## src/rtl/upsampling_unit.sv

```systemverilog
// Nearest-neighbour upsampler: buffers one input row, then replays it SCALE times
// with every pixel repeated SCALE times. Valid/ready on both sides, last marks frame end.
module upsampling_unit #(
  parameter int DATA_WIDTH = 32,
  parameter int SCALE      = 2,
  parameter int IN_WIDTH   = 8
) (
  input  logic                  clk,
  input  logic                  reset,
  input  logic [DATA_WIDTH-1:0] input_data,
  input  logic                  input_valid,
  output logic                  input_ready,
  input  logic                  last_input,
  output logic [DATA_WIDTH-1:0] output_data,
  output logic                  output_valid,
  input  logic                  output_ready,
  output logic                  last_output
);
  localparam int CW = (IN_WIDTH > 1) ? $clog2(IN_WIDTH) : 1;
  localparam int LW = (IN_WIDTH > 0) ? $clog2(IN_WIDTH + 1) : 1;
  localparam int RW = (SCALE > 1) ? $clog2(SCALE) : 1;
  localparam logic [CW-1:0] COL_MAX = CW'(IN_WIDTH - 1);
  localparam logic [RW-1:0] REP_MAX = RW'(SCALE - 1);

  typedef enum logic {S_LOAD, S_EMIT} state_t;

  state_t                r_state;
  state_t                w_state_next;
  logic [DATA_WIDTH-1:0] r_buf [IN_WIDTH];
  logic [CW-1:0]         r_in_col;
  logic [CW-1:0]         r_src_col;
  logic [LW-1:0]         r_row_len;
  logic [RW-1:0]         r_rep_x;
  logic [RW-1:0]         r_rep_y;
  logic                  r_frame_last;
  logic [DATA_WIDTH-1:0] r_out_data;

  logic [DATA_WIDTH-1:0] w_out_data_next;
  logic [CW-1:0]         w_src_col_next;
  logic [CW-1:0]         w_last_col;
  logic                  w_in_xfer;
  logic                  w_out_xfer;
  logic                  w_row_done;
  logic                  w_end_x;
  logic                  w_end_col;
  logic                  w_end_row;

  assign w_in_xfer  = input_valid && input_ready;
  assign w_out_xfer = output_valid && output_ready;
  assign w_row_done = w_in_xfer && ((r_in_col == COL_MAX) || last_input);
  assign w_last_col = CW'(r_row_len - LW'(1));
  assign w_end_x    = (r_rep_x == REP_MAX);
  assign w_end_col  = w_end_x && (r_src_col == w_last_col);
  assign w_end_row  = w_end_col && (r_rep_y == REP_MAX);

  always_comb begin
    w_src_col_next = r_src_col;
    if (w_end_col)
      w_src_col_next = '0;
    else if (w_end_x)
      w_src_col_next = r_src_col + CW'(1);
  end

  // Prefetch the pixel shown next; a one-pixel row bypasses the buffer write in flight.
  always_comb begin
    w_out_data_next = r_buf[w_src_col_next];
    if (r_state == S_LOAD)
      w_out_data_next = (r_in_col == '0) ? input_data : r_buf[0];
  end

  always_ff @(posedge clk or posedge reset) begin
    if (reset)
      r_state <= S_LOAD;
    else
      r_state <= w_state_next;
  end

  always_comb begin
    w_state_next = r_state;
    case (r_state)
      S_LOAD: if (w_row_done) w_state_next = S_EMIT;
      S_EMIT: if (w_out_xfer && w_end_row) w_state_next = S_LOAD;
      default: w_state_next = S_LOAD;
    endcase
  end

  always_comb begin
    input_ready  = (r_state == S_LOAD) && !reset;
    output_valid = (r_state == S_EMIT);
    last_output  = (r_state == S_EMIT) && r_frame_last && w_end_row;
    output_data  = r_out_data;
  end

  // Row storage is never reset; stale entries past row_len are unreachable.
  always_ff @(posedge clk) begin
    if (w_in_xfer)
      r_buf[r_in_col] <= input_data;
  end

  always_ff @(posedge clk or posedge reset) begin
    if (reset) begin
      r_in_col     <= '0;
      r_src_col    <= '0;
      r_row_len    <= '0;
      r_rep_x      <= '0;
      r_rep_y      <= '0;
      r_frame_last <= 1'b0;
      r_out_data   <= '0;
    end else begin
      if (w_in_xfer) begin
        if (w_row_done) begin
          r_row_len    <= LW'(r_in_col) + LW'(1);
          r_frame_last <= last_input;
          r_in_col     <= '0;
          r_src_col    <= '0;
          r_rep_x      <= '0;
          r_rep_y      <= '0;
          r_out_data   <= w_out_data_next;
        end else begin
          r_in_col <= r_in_col + CW'(1);
        end
      end
      if (w_out_xfer) begin
        r_src_col  <= w_src_col_next;
        r_out_data <= w_out_data_next;
        r_rep_x    <= w_end_x ? '0 : r_rep_x + RW'(1);
        if (w_end_col)
          r_rep_y <= w_end_row ? '0 : r_rep_y + RW'(1);
        if (w_end_row)
          r_frame_last <= 1'b0;
      end
    end
  end
endmodule

```

## config.mk

```make
export PLATFORM = sky130hd
export DESIGN_NAME = upsampling_unit
export DESIGN_NICKNAME = d
export VERILOG_FILES = /design/src/rtl/upsampling_unit.sv
export SDC_FILE = /design/constraint.sdc
export NUM_CORES = 1
export LEC_CHECK = 0
export ABC_AREA = 1
export BUFFER_PORTS_ARGS = -buffer_cell sky130_fd_sc_hd__buf_2
export CAP_MARGIN = 20
export CORE_UTILIZATION = 45
export DETAILED_ROUTE_END_ITERATION = 16
export GPL_TIMING_DRIVEN = 0
export PLACE_DENSITY_LB_ADDON = 0.2
export SYNTH_ARGS = -nofsm -noshare
export SYNTH_HDL_FRONTEND = slang
export SYNTH_SLANG_ARGS = --single-unit
```

## constraint.sdc

```tcl
create_clock -name clk -period 2.79 [get_ports clk]
set_input_delay 0.279 -clock clk [delete_from_list [all_inputs] [get_ports clk]]
set_output_delay 0.279 -clock clk [all_outputs]
set_load 0.05 [all_outputs]
```

* After elaboration in Yosys (flattened, before gate mapping) *
Memories as Yosys holds them, arrays and structs flattened.
Index checks and enable logic that the tools add are counted.
Widths: inputs -> output; s select.

word-level totals
  register bits = 45
  memories kept = 1
  bits of input ports = 37
  output and inout bits = 35
  bits in writable memories = 256
  logic and storage cells = 63

operators by class
  muxes and demuxes = 29
  bitwise gates (word level) = 1
  equal/unequal tests = 2
  add/subtract/negate cells = 6
  reduce and logical (&&, ||, !) cells = 16

memory list
  name   words  width  read ports  clocked after Yosys merged registers in  write ports  line  source
  r_buf  8      32     2           0                                        1            29    logic [DATA_WIDTH-1:0] r_buf [IN_WIDTH];

operator list
  operator             count
  $mux 32              5
  $mux 3               6
  $mux 1               17
  $add 3x1->3 const B  3
  $logic_and 1x1->1    9
  $reduce_and 2->1     2
  $reduce_bool 2->1    2
  $eq 3x3->1           1
  $eq 3x3->1 const B   1
  $logic_not 3->1      1
  $sub 3x1->3 const B  1
  $add 1x1->1 const B  2
  $pmux 1 s2           1
  $logic_not 1->1      1
  $logic_or 1x1->1     1
  $not 1->1            1

* Logic depth before layout (Yosys ltp) *
Gate-level depths: netlist of the first run.
An unclocked memory read counts as a cell.

  word-level depth = 9
  depth in mapped cells = 15
  mapped depth without buffers = 13

* Worst setup path before layout of the first run *
OpenSTA, ideal clock, no wires.

  kind = register to register
  from = reg r_state, in the netlist output_valid
  to = mem r_buf[0][0], enable pin
  path buffers = 0
  arrival time = 3.174 ns
  cell stages (with the launch flop) = 6
  required time = 2.369 ns
  period minus slack after synthesis = 3.595 ns
  path slack = -0.805 ns
  library setup time = 0.421 ns
  path through = dfrtp_1 -> nor2_1 -> nand2_1 -> inv_2 -> nand2_1 -> nor2_1

between the ends
  word-level cells in the longest chain between the ends = 5

RTL lines
  item                          line  source
  start, declared               27    state_t r_state;
  start signal, assigned        75    r_state <= w_state_next;
  $not 1->1                     --
  $logic_and 1x1->1             88    input_ready = (r_state == S_LOAD) && !reset;
  net input_ready               12    output logic input_ready,
  $logic_and 1x1->1             48    assign w_in_xfer = input_valid && input_ready;
  $mux 1                        96    if (w_in_xfer)
  $mux 1 (not written as such)  97    r_buf[r_in_col] <= input_data;
  end, declared                 29

The timed path passes the listed nets, and every way through them passes these cells.

* Final worst setup path of the first run *
  from = reg r_state, in the netlist output_valid
  to = out last_output

between the ends
  word-level cells in the longest chain between the ends = 2

RTL lines
  item                            line  source
  $logic_and 1x1->1 (2 in a row)  90    last_output = (r_state == S_EMIT) && r_frame_last && w_end_row;
  end, declared                   17    output logic last_output

No other way between the ends.

==> flow_summary_export.csv, run 1 <==
group,metric,value,unit
logic_synthesis,syn_inst,1341,
timing,rsz0062_at_grt,"no",
clocking,clk_path_buf_depth,3,
layout,n_fill_cell,2638,
critical_path,r2r-end,"output_data[7]",
floorplan,dieHeight,175.5,um
worst_hold_path,hold_depth,1,
critical_path,end_kind,"output pin",
critical_path,reg2regPathDepth,13,
timing,finClkSkew,16.11,ps
routing,dr.first_iter.drc_count,1038,
worst_hold_path,min_from,"input_data[3]",
layout,fin_util,53.51,%
timing,setup_viol,0,
global_routing,grt_pass1_vias,9317,
routing,viasPerCell,5.312,
power_and_ir_drop,ir_drop,0.0007558,V
flow_run,drv_cap,0,
logic_synthesis,yosys_register_bits,301,
logic_synthesis,synthDistinctLibCells,19,
floorplan,std_cell_rows,63,
floorplan,start_util,45.69,%
logic_synthesis,syn_area,0.01354,mm^2
routing,wire_per_inst,19.92,um
critical_path,critPathMaxFanout,10,
timing,max_freq,0.3768,GHz
global_routing,grt_pass1_wl,56440,um
floorplan,die_w,175.5,um
logic_synthesis,syn-mean-instance-area,10.10,um^2
clocking,cts-root-buf,"clkbuf_16",
timing,fin_crit,2654,ps
routing,drt_first_pass_iters,6,
power_and_ir_drop,p_leak,6.612,nW
layout,multiInputGateArea,0.003732,mm^2
timing,drv_slew,0,
critical_path,r2r_slack,190,ps
placement,hpwl,24230,um
placement,place_congestion,0.8088,
logic_synthesis,yosys_warnings,0,
worst_hold_path,min_to,"r_buf[5][3]",
timing,hold_viol,0,
timing,tightest_slew,803.7,ps
power_and_ir_drop,p_per_area,1213,mW/mm^2
logic_synthesis,syn_nets,1383,
critical_path,critical_path_arrival,2380,ps
global_routing,grt.total_usage,24.55,%
power_and_ir_drop,p_total,19.23,mW
critical_path,crit_chain,"clkbuf_1 -> buf_2 -> nand3_1 -> nor2_1 -> buf_6",
run_status,status,"finished clean",
clocking,cts_buffers,31,
timing,max_slew_margin,46.42,%
logic_synthesis,ys_seq_area_share,65.09,%
clocking,clkLatencyLatePin,570,ps
placement,io_buffers,71,
routing,drcViolationCount,0,
critical_path,max_stage_delay,510,ps
layout,seq_area,0.008813,mm^2
floorplan,core,0.02964,mm^2
global_routing,grt_max_degree,29,
critical_path,path_delay_family,"buffers and inverters",
floorplan,ios,72,
clocking,cts_sinks,301,
critical_path,cp_slowest_cell,"dfrtp_1",
routing,ant_nets,0,
timing,holdWs,6.709,ps
critical_path,reg2reg_from,"r_row_len[0]",
floorplan,die_area,0.03079,mm^2
layout,area_delta_synth_final,17.12,%
global_routing,antenna_found_initial,0,
clocking,path_clk_slew,60,ps
routing,wirelength,37500,um
clocking,cts_max_level,1,
critical_path,critPathBufInv,3,
critical_path,startpoint_type,"flip-flop",
critical_path,worstSetupPathType,"flip-flop to output pin",
timing,fin_crit_sh,95.13,%
critical_path,cp.required,2510,ps
layout,layout-drive-gt1-share,13.27,%
worst_hold_path,min_path_type,"input port to flip-flop",
layout,nets,1510,
routing,num_vias,10003,
global_routing,gr-total-overflow,0,
clocking,cts_tree,"built",
==> how the worst max path moves through the flow <==
| stage | start | endpoint | slack (ps) | depth (start not counted) |
|---|---|---|---|---|
| after floorplan | output_valid | r_buf[0][0] | -320 | 5 |
| after global placement | output_valid | r_buf[4][3] | -420 | 5 |
| final | output_valid | last_output | 140 | 5 |
| after global routing | r_row_len[0] | last_output | 30 | 11 |
| after CTS | r_row_len[0] | last_output | 0.6 | 11 |
| after detailed placement | r_row_len[0] | output_data[7] | 140 | 14 |
==> final cells by class <==
cell class / instances / share of cell area, %
Antenna cell: 1 / 0.01578
Inverter: 177 / 4.189
Tap cell: 390 / 3.077
Multi-Input combinational cell: 781 / 23.53
Clock inverter: 25 / 1.696
Sequential cell: 301 / 55.57
Buffer: 82 / 2.588
Timing Repair Buffer: 94 / 4.410
Clock buffer: 32 / 4.915
==> registers in the layout, indices dropped and copies added, names as in the netlist <==
name          cells
r_rep_x           1
r_src_col         3
r_row_len         3
r_rep_y           1
r_buf           256
r_in_col          3
output_data      32
r_frame_last      1
output_valid      1
==> power by group <==
group / switching, mW / total [mW] / leakage (nW) / internal [mW]
Clock: 1.72 / 4.29 / 0.497 / 2.56
Sequential: 0.281 / 5.59 / 2.82 / 5.31
Combinational: 6.69 / 9.36 / 3.30 / 2.66
Total: 8.70 / 19.2 / 6.61 / 10.5
==> layer usage <==
metal | global-route usage [%] | share of wire, % | routed length [um]
met4 | 6.993 | 2.5 | 922
met1 | 34.58 | 44 | 16340
met3 | 3.290 | 7.2 | 2714
met5 | 0 | 0 | 0
met2 | 39.86 | 47 | 17530
==> metrics by stage <==
stage                     area (um^2)  instances  worst slack [ps]  TNS, ps
after floorplan                 13560       1341            -323.2   -81140
after global placement          14400       1802            -424.5   -81800
after detailed placement        14650       1811             143.3        0
after CTS                       15800       1877            0.6288        0
after global routing            15860       1882             34.90        0
final                           15860       1883             135.9        0
==> layout by cell type (no fill, tap or decap), drive strengths merged <==
| cell | n |
|---|---|
| nor2 | 172 |
| nand3 | 231 |
| nand3b | 64 |
| edfxtp | 256 |
| o22ai | 3 |
| buf | 144 |
| dfrtp | 45 |
| clkbuf | 55 |
| a21oi | 65 |
| clkinv | 15 |
| ha | 5 |
| diode | 1 |
| nand2 | 197 |
| bufinv | 6 |
| o21ai | 42 |
| clkinvlp | 4 |
| xor2 | 2 |
| inv | 177 |
| dlygate4sd3 | 9 |
==> synth_stat cells <==
library cell	instances	area (um^2)
xor2_1	2	17.52
clkbuf_1	23	86.33
nand3b_1	64	480.5
a21oi_1	65	325.3
buf_1	7	26.28
nand2_1	195	732.0
nand2_2	2	12.51
ha_1	5	62.56
nor2_1	172	645.6
o21ai_0	41	205.2
buf_2	42	210.2
buf_4	10	75.07
edfxtp_1	256	7687
inv_2	2	7.510
o21ai_2	1	8.760
dfrtp_1	45	1126
inv_1	175	656.9
o22ai_1	3	18.77
nand3_1	231	1156
==> kinds of logic (layout without fill, tap and decap cells) <==
kind of cell	Yosys count	count (layout)	synth area share (%)
XOR/XNOR	2	2	0.1294
AND/OR/NAND/NOR	664	664	22.35
buffers and inverters	259	410	7.845
adder cells (fa/ha/maj)	5	5	0.4620
flip-flops	301	301	65.09
AO/OA/AOI/OAI	110	110	4.121
other	0	1	0
==> repair_timing <==
| item | in CTS | in global routing |
|---|---|---|
| setup endpoints to repair | 1 | 15 |
| pin swaps | 0 | 2 |
| hold endpoints to repair | 62 | 0 |
| buffers inserted | 0 | 5 |
| gates resized for setup | 4 | 8 |
| hold buffers | 9 | 0 |
(Power assumes the default switching activity.)
==> run 2, diff against run 1 <==
ABC_AREA = unset   (was 1)
==> flow_summary_export.csv, run 2 <==
group,metric,value,unit
run_status,status,"finished clean",
critical_path,worstSetupPathType,"flip-flop to flip-flop",
timing,final.setup.worst_slack,120.6,ps
logic_synthesis,syn-mean-instance-area,13.25,um^2
global_routing,grt.total_usage,24.52,%
clocking,cts_max_level,2,
power_and_ir_drop,p_per_area,1112,mW/mm^2
placement,hpwl,28820,um
layout,antennaDiodeCount,0,
routing,wire_per_inst,23.62,um
layout,multiInputGateArea,0.005947,mm^2
critical_path,r2r_slack,120,ps
global_routing,antenna_found_initial,0,
layout,n_fill_cell,2786,
floorplan,die_w,186.2,um
power_and_ir_drop,p_leak,6.179,nW
routing,drcViolationCount,0,
flow_run,drv_cap,0,
placement,io_buffers,71,
floorplan,std_cell_rows,67,
worst_hold_path,min_from,"input_data[24]",
layout,largest_reg_flops,256,
clocking,cts_sinks,301,
timing,setup_viol,0,
timing,tightest_slew,856.4,ps
routing,dr.first_iter.drc_count,951,
global_routing,grt_max_degree,28,
worst_hold_path,min_to,"r_buf[2][24]",
floorplan,start_util,45.65,%
critical_path,reg2reg_from,"r_src_col[0]",
logic_synthesis,yosys_warnings,0,
floorplan,ios,72,
logic_synthesis,syn_inst,1152,
routing,viasPerCell,5.997,
logic_synthesis,synthDistinctLibCells,46,
routing,ant_nets,0,
clocking,path_clk_slew,60,ps
floorplan,dieHeight,186.2,um
power_and_ir_drop,ir_drop,0.0005613,V
layout,post-route-cell-area,0.01784,mm^2
worst_hold_path,min_path_type,"input port to flip-flop",
critical_path,end_kind,"flip-flop",
clocking,cts_tree,"built",
critical_path,reg2regPathDepth,9,
worst_hold_path,hold_depth,1,
timing,max_slew_margin,42.91,%
logic_synthesis,ys.flop_type,"edfxtp_1",
layout,nets,1320,
critical_path,critical_path_arrival,3010,ps
placement,placed_cell_area,0.01659,mm^2
logic_synthesis,ys_seq_area_share,57.72,%
clocking,cts-root-buf,"clkbuf_16",
logic_synthesis,yosys_register_bits,301,
timing,fin_crit_sh,95.68,%
timing,rsz0062_at_grt,"no",
clocking,cts_buffers,34,
layout,seq_area,0.008816,mm^2
clocking,clk_path_buf_depth,3,
floorplan,core,0.03345,mm^2
layout,area_delta_synth_final,16.87,%
routing,wirelength,41350,um
placement,place_congestion,0.8399,
timing,hold_viol,0,
layout,regMostFlops,"r_buf",
timing,finClkSkew,9.037,ps
timing,fin_crit,2669,ps
timing,max_freq,0.3746,GHz
logic_synthesis,syn_area,0.01527,mm^2
critical_path,startpoint_type,"flip-flop",
logic_synthesis,syn_nets,1194,
logic_synthesis,synth_top_area_share,50.35,%
layout,final_cell_mix,"256 x edfxtp_1, 161 x mux2i_1, 88 x buf_2",
critical_path,r2r-end,"output_data[8]",
logic_synthesis,synth_commonest_cells,"256 x edfxtp_1, 161 x mux2i_1, 74 x nand2_1, 67 x clkbuf_1, 66 x a21oi_1",
placement,place_ws,-243.7,ps
clocking,clkLatencyLatePin,510,ps
logic_synthesis,synth.area.top_cells,"edfxtp_1 50%, mux2i_1 11%, dfrtp_1 7.4%",
critical_path,critPathMaxFanout,10,
routing,num_vias,10500,
global_routing,grt_pass1_wl,62870,um
logic_synthesis,synth_edf_count,256,
logic_synthesis,yosysMostFrequentCell,"edfxtp_1",
layout,layout-drive-gt1-share,20.95,%
routing,drt_first_pass_iters,7,
global_routing,grt_pass1_vias,10598,
floorplan,die_area,0.03467,mm^2
layout,final_common_cell,"edfxtp_1",
timing,drv_slew,0,
global_routing,gr-total-overflow,0,
critical_path,cp.required,3130,ps
logic_synthesis,synth_top_area_cell,"edfxtp_1",
logic_synthesis,synthArstFlopShare,14.95,%
[run 2: how the worst max path moves through the flow]
stage,slack [ps],cells after the start,start,to
after CTS,-0.7,7,r_row_len[0],last_output
after global routing,6,8,r_src_col[0],output_data[30]
after detailed placement,-240,6,output_valid,r_buf[3][6]
final,120,9,r_src_col[0],output_data[8]
after floorplan,-710,4,output_valid,r_buf[0][0]
after global placement,-1930,4,output_valid,r_buf[2][5]
[run 2: stage by stage]
stage          instances  hold WS [ps]  setup TNS [ps]  total power, mW  utilization, %
6_report            1751         63.25               0            19.84           53.35
5_1_grt             1751         66.55               0            20.72           53.35
4_1_cts             1750         46.16         -0.6886            19.77           53.17
3_5_place_dp        1688         371.2           -6934            15.16           49.59
3_3_place_gp        1671         531.4         -277780            14.95           48.60
2_1_floorplan       1152         377.9          -63180            12.26               -
[run 2: cells by family after synthesis]
group | Yosys count | synth area share, %
muxes | 194 | 15.35
DFF | 301 | 57.72
adders and majority gates | 5 | 0.4097
AOI/OAI and AO/OA | 240 | 10.96
buffers and inverters | 145 | 4.450
and+or+nand+nor | 262 | 10.73
xor gates and xnor gates | 5 | 0.3770
[run 2: metal layers]
metal | vias up | share of wire, % | global-route usage [%]
met5 | - | 0 | 0
met4 | 0 | 2.7 | 7.803
met3 | 74 | 5.8 | 3.680
met2 | 357 | 49 | 41.00
met1 | 5323 | 43 | 32.92
li1 | 4746 | - | -
[run 2: timing repair]
item,in CTS,in global routing
pin swaps,1,1
endpoints found under the hold margin,18,0
hold buffers,1,0
setup endpoints to repair,62,32
cloned,0,0
buffers inserted,1,2
gates resized for setup,14,17
[run 2: critical path, stage by stage (launching register included)]
cell and delay [ps]:
dfrtp_1 440, ha_1 310, buf_2 190, buf_6 180, buf_4 220, nand2_2 170
buf_4 220, a21oi_1 60, o41ai_1 510, a311oi_1 180
[run 2: final cells by class]
class	instances	share of cell area, %
sequential	301	49.40
tap	448	3.141
timing repair buffer	92	3.913
inverter	39	0.8204
clock inverter	10	0.7643
buffer	104	3.050
multi-input combinational	706	33.33
clock buffer	51	5.581
[run 2: power breakdown]
group          switching, mW  leakage (nW)  total [mW]  internal (mW)
Sequential             0.356          2.84        5.71           5.35
Clock                   1.75         0.547        4.51           2.75
Combinational           6.06          2.80        9.63           3.57
Total                   8.17          6.18        19.8           11.7
==> run 3, diff against run 2 <==
CORE_ASPECT_RATIO = 1.25   (was unset)
==> flow_summary_export.csv, run 3 (same netlist as run 2, synthesis figures left out) <==
group,metric,value,unit
placement,dpl.cell_count,1663,
routing,drcViolationCount,0,
layout,final_cell_mix,"256 x edfxtp_1, 161 x mux2i_1, 88 x buf_2",
floorplan,die_w,166.8,um
layout,antennaDiodeCount,0,
run_status,status,"finished clean",
timing,max_freq,0.3699,GHz
timing,tightest_slew,898.1,ps
timing,rsz0062_at_grt,"yes",
layout,final_cells,1737,
layout,layout-drive-gt1-share,20.93,%
layout,nets,1333,
timing,hold_viol,0,
critical_path,critical_path_arrival,3120,ps
floorplan,std_cell_rows,75,
layout,post-route-cell-area,0.01796,mm^2
power_and_ir_drop,p_per_area,1105,mW/mm^2
clocking,cts-root-buf,"clkbuf_16",
layout,final_common_cell,"edfxtp_1",
placement,place_ws,-314.0,ps
critical_path,worstSetupPathType,"flip-flop to flip-flop",
global_routing,grt.total_usage,24.27,%
timing,setup_viol,0,
critical_path,end_kind,"flip-flop",
clocking,cts_max_level,1,
floorplan,die_area,0.03468,mm^2
flow_run,drv_cap,0,
placement,io_buffers,71,
placement,place_congestion,0.8278,
floorplan,dieHeight,207.9,um
global_routing,grt_max_degree,26,
routing,ant_nets,0,
routing,viasPerCell,6.021,
placement,placed_cell_area,0.01655,mm^2
floorplan,start_util,45.58,%
clocking,clkLatencyLatePin,570,ps
global_routing,antenna_found_initial,0,
routing,drt_first_pass_iters,7,
layout,n_fill_cell,2778,
clocking,clk_path_buf_depth,3,
floorplan,core,0.03350,mm^2
power_and_ir_drop,ir_drop,0.0006011,V
global_routing,grt_pass1_wl,63170,um
clocking,cts_sinks,301,
timing,finClkSkew,16.24,ps
global_routing,gr-total-overflow,0,
floorplan,ios,72,
placement,hpwl,29190,um
timing,final.setup.worst_slack,86.48,ps
clocking,path_clk_slew,70,ps
power_and_ir_drop,p_leak,6.237,nW
routing,wire_per_inst,24.06,um
timing,drv_slew,0,
worst_hold_path,min_path_type,"input port to flip-flop",
critical_path,cp.required,3200,ps
clocking,cts_buffers,31,
clocking,cts_tree,"built",
timing,max_slew_margin,39.68,%
critical_path,critPathMaxFanout,10,
global_routing,grt_pass1_vias,10588,
critical_path,startpoint_type,"flip-flop",
routing,num_vias,10459,
layout,regMostFlops,"r_buf",
layout,largest_reg_flops,256,
layout,area_delta_synth_final,17.64,%
layout,fin_util,53.62,%
timing,fin_crit_sh,96.90,%
timing,tns,0,ps
timing,fin_crit,2704,ps
routing,dr.first_iter.drc_count,849,
routing,wirelength,41790,um
[run 3: cell types whose count changed in the layout (fill, tap and decap cells not counted), sizes merged]
cell	delta
dlygate4sd3	+16
clkbuf	-4
buf	-3
bufinv	+2
clkinv	+1
clkinvlp	-1
[run 3: area by class of cell]
| cell class | count | area [um^2] | area share, % |
|---|---|---|---|
| flip-flops and latches | 301 | 8816 | 49.08 |
| multi-input cells | 706 | 5996 | 33.38 |
| clock buffers | 44 | 884.6 | 4.925 |
| repair buffers | 107 | 842.1 | 4.688 |
| plain buffers | 105 | 558.0 | 3.107 |
| well taps | 423 | 529.3 | 2.947 |
| clock inverters | 12 | 190.2 | 1.059 |
| inverters | 39 | 146.4 | 0.8150 |
[run 3: through the flow]
step	total power, mW	hold WS, ps
after global placement	14.99	527.6
after floorplan	12.26	377.9
final	19.85	19.85
after CTS	19.76	1.901
after detailed placement	15.17	387.7
after global routing	20.72	19.11
[run 3: what timing repair did]
action / in CTS / in global routing
setup endpoints to repair: 102 / 44
endpoints found under the hold margin: 108 / 0
pin swaps: 1 / 2
resized for setup: 18 / 20
hold buffers: 17 / 0
setup buffers: 0 / 2
[run 3: final timing paths]
path / startpoint / end / slack [ps] / depth (start not counted)
max: r_src_col[0] / output_data[26] / 90 / 9
min: input_data[17] / r_buf[3][17] / 20 / 1
max reg2reg: r_src_col[0] / output_data[26] / 90 / 9
min reg2reg: r_rep_y / r_frame_last / 550 / 1
max in group asynchronous: reset / output_data[9] / 1870 / 4
min in group asynchronous: reset / output_valid / 330 / 3
[run 3: power by group]
group	switching (mW)	total [mW]	internal, mW
registers	0.362	5.71	5.35
logic	6.11	9.75	3.64
clock network	1.73	4.39	2.65
[run 3: metal layers]
layer  vias up  GRT usage (%)  routed length [um]  part of all wire, %
met1      5247          30.33               16910                   40
met5         -              0                   0                    0
met2       364          42.52               21220                   51
met4         0          9.387                1322                  3.2
li1       4756              -                   -                    -
met3        92          3.462                2332                  5.6
[run 3: critical path, stage by stage (launching register included)]
cell	delay, ps
dfrtp_1	440
ha_1	310
buf_2	190
buf_6	200
buf_6	190
nand2_1	230
clkbuf_4	300
a21oi_1	60
o41ai_1	460
a311oi_1	170
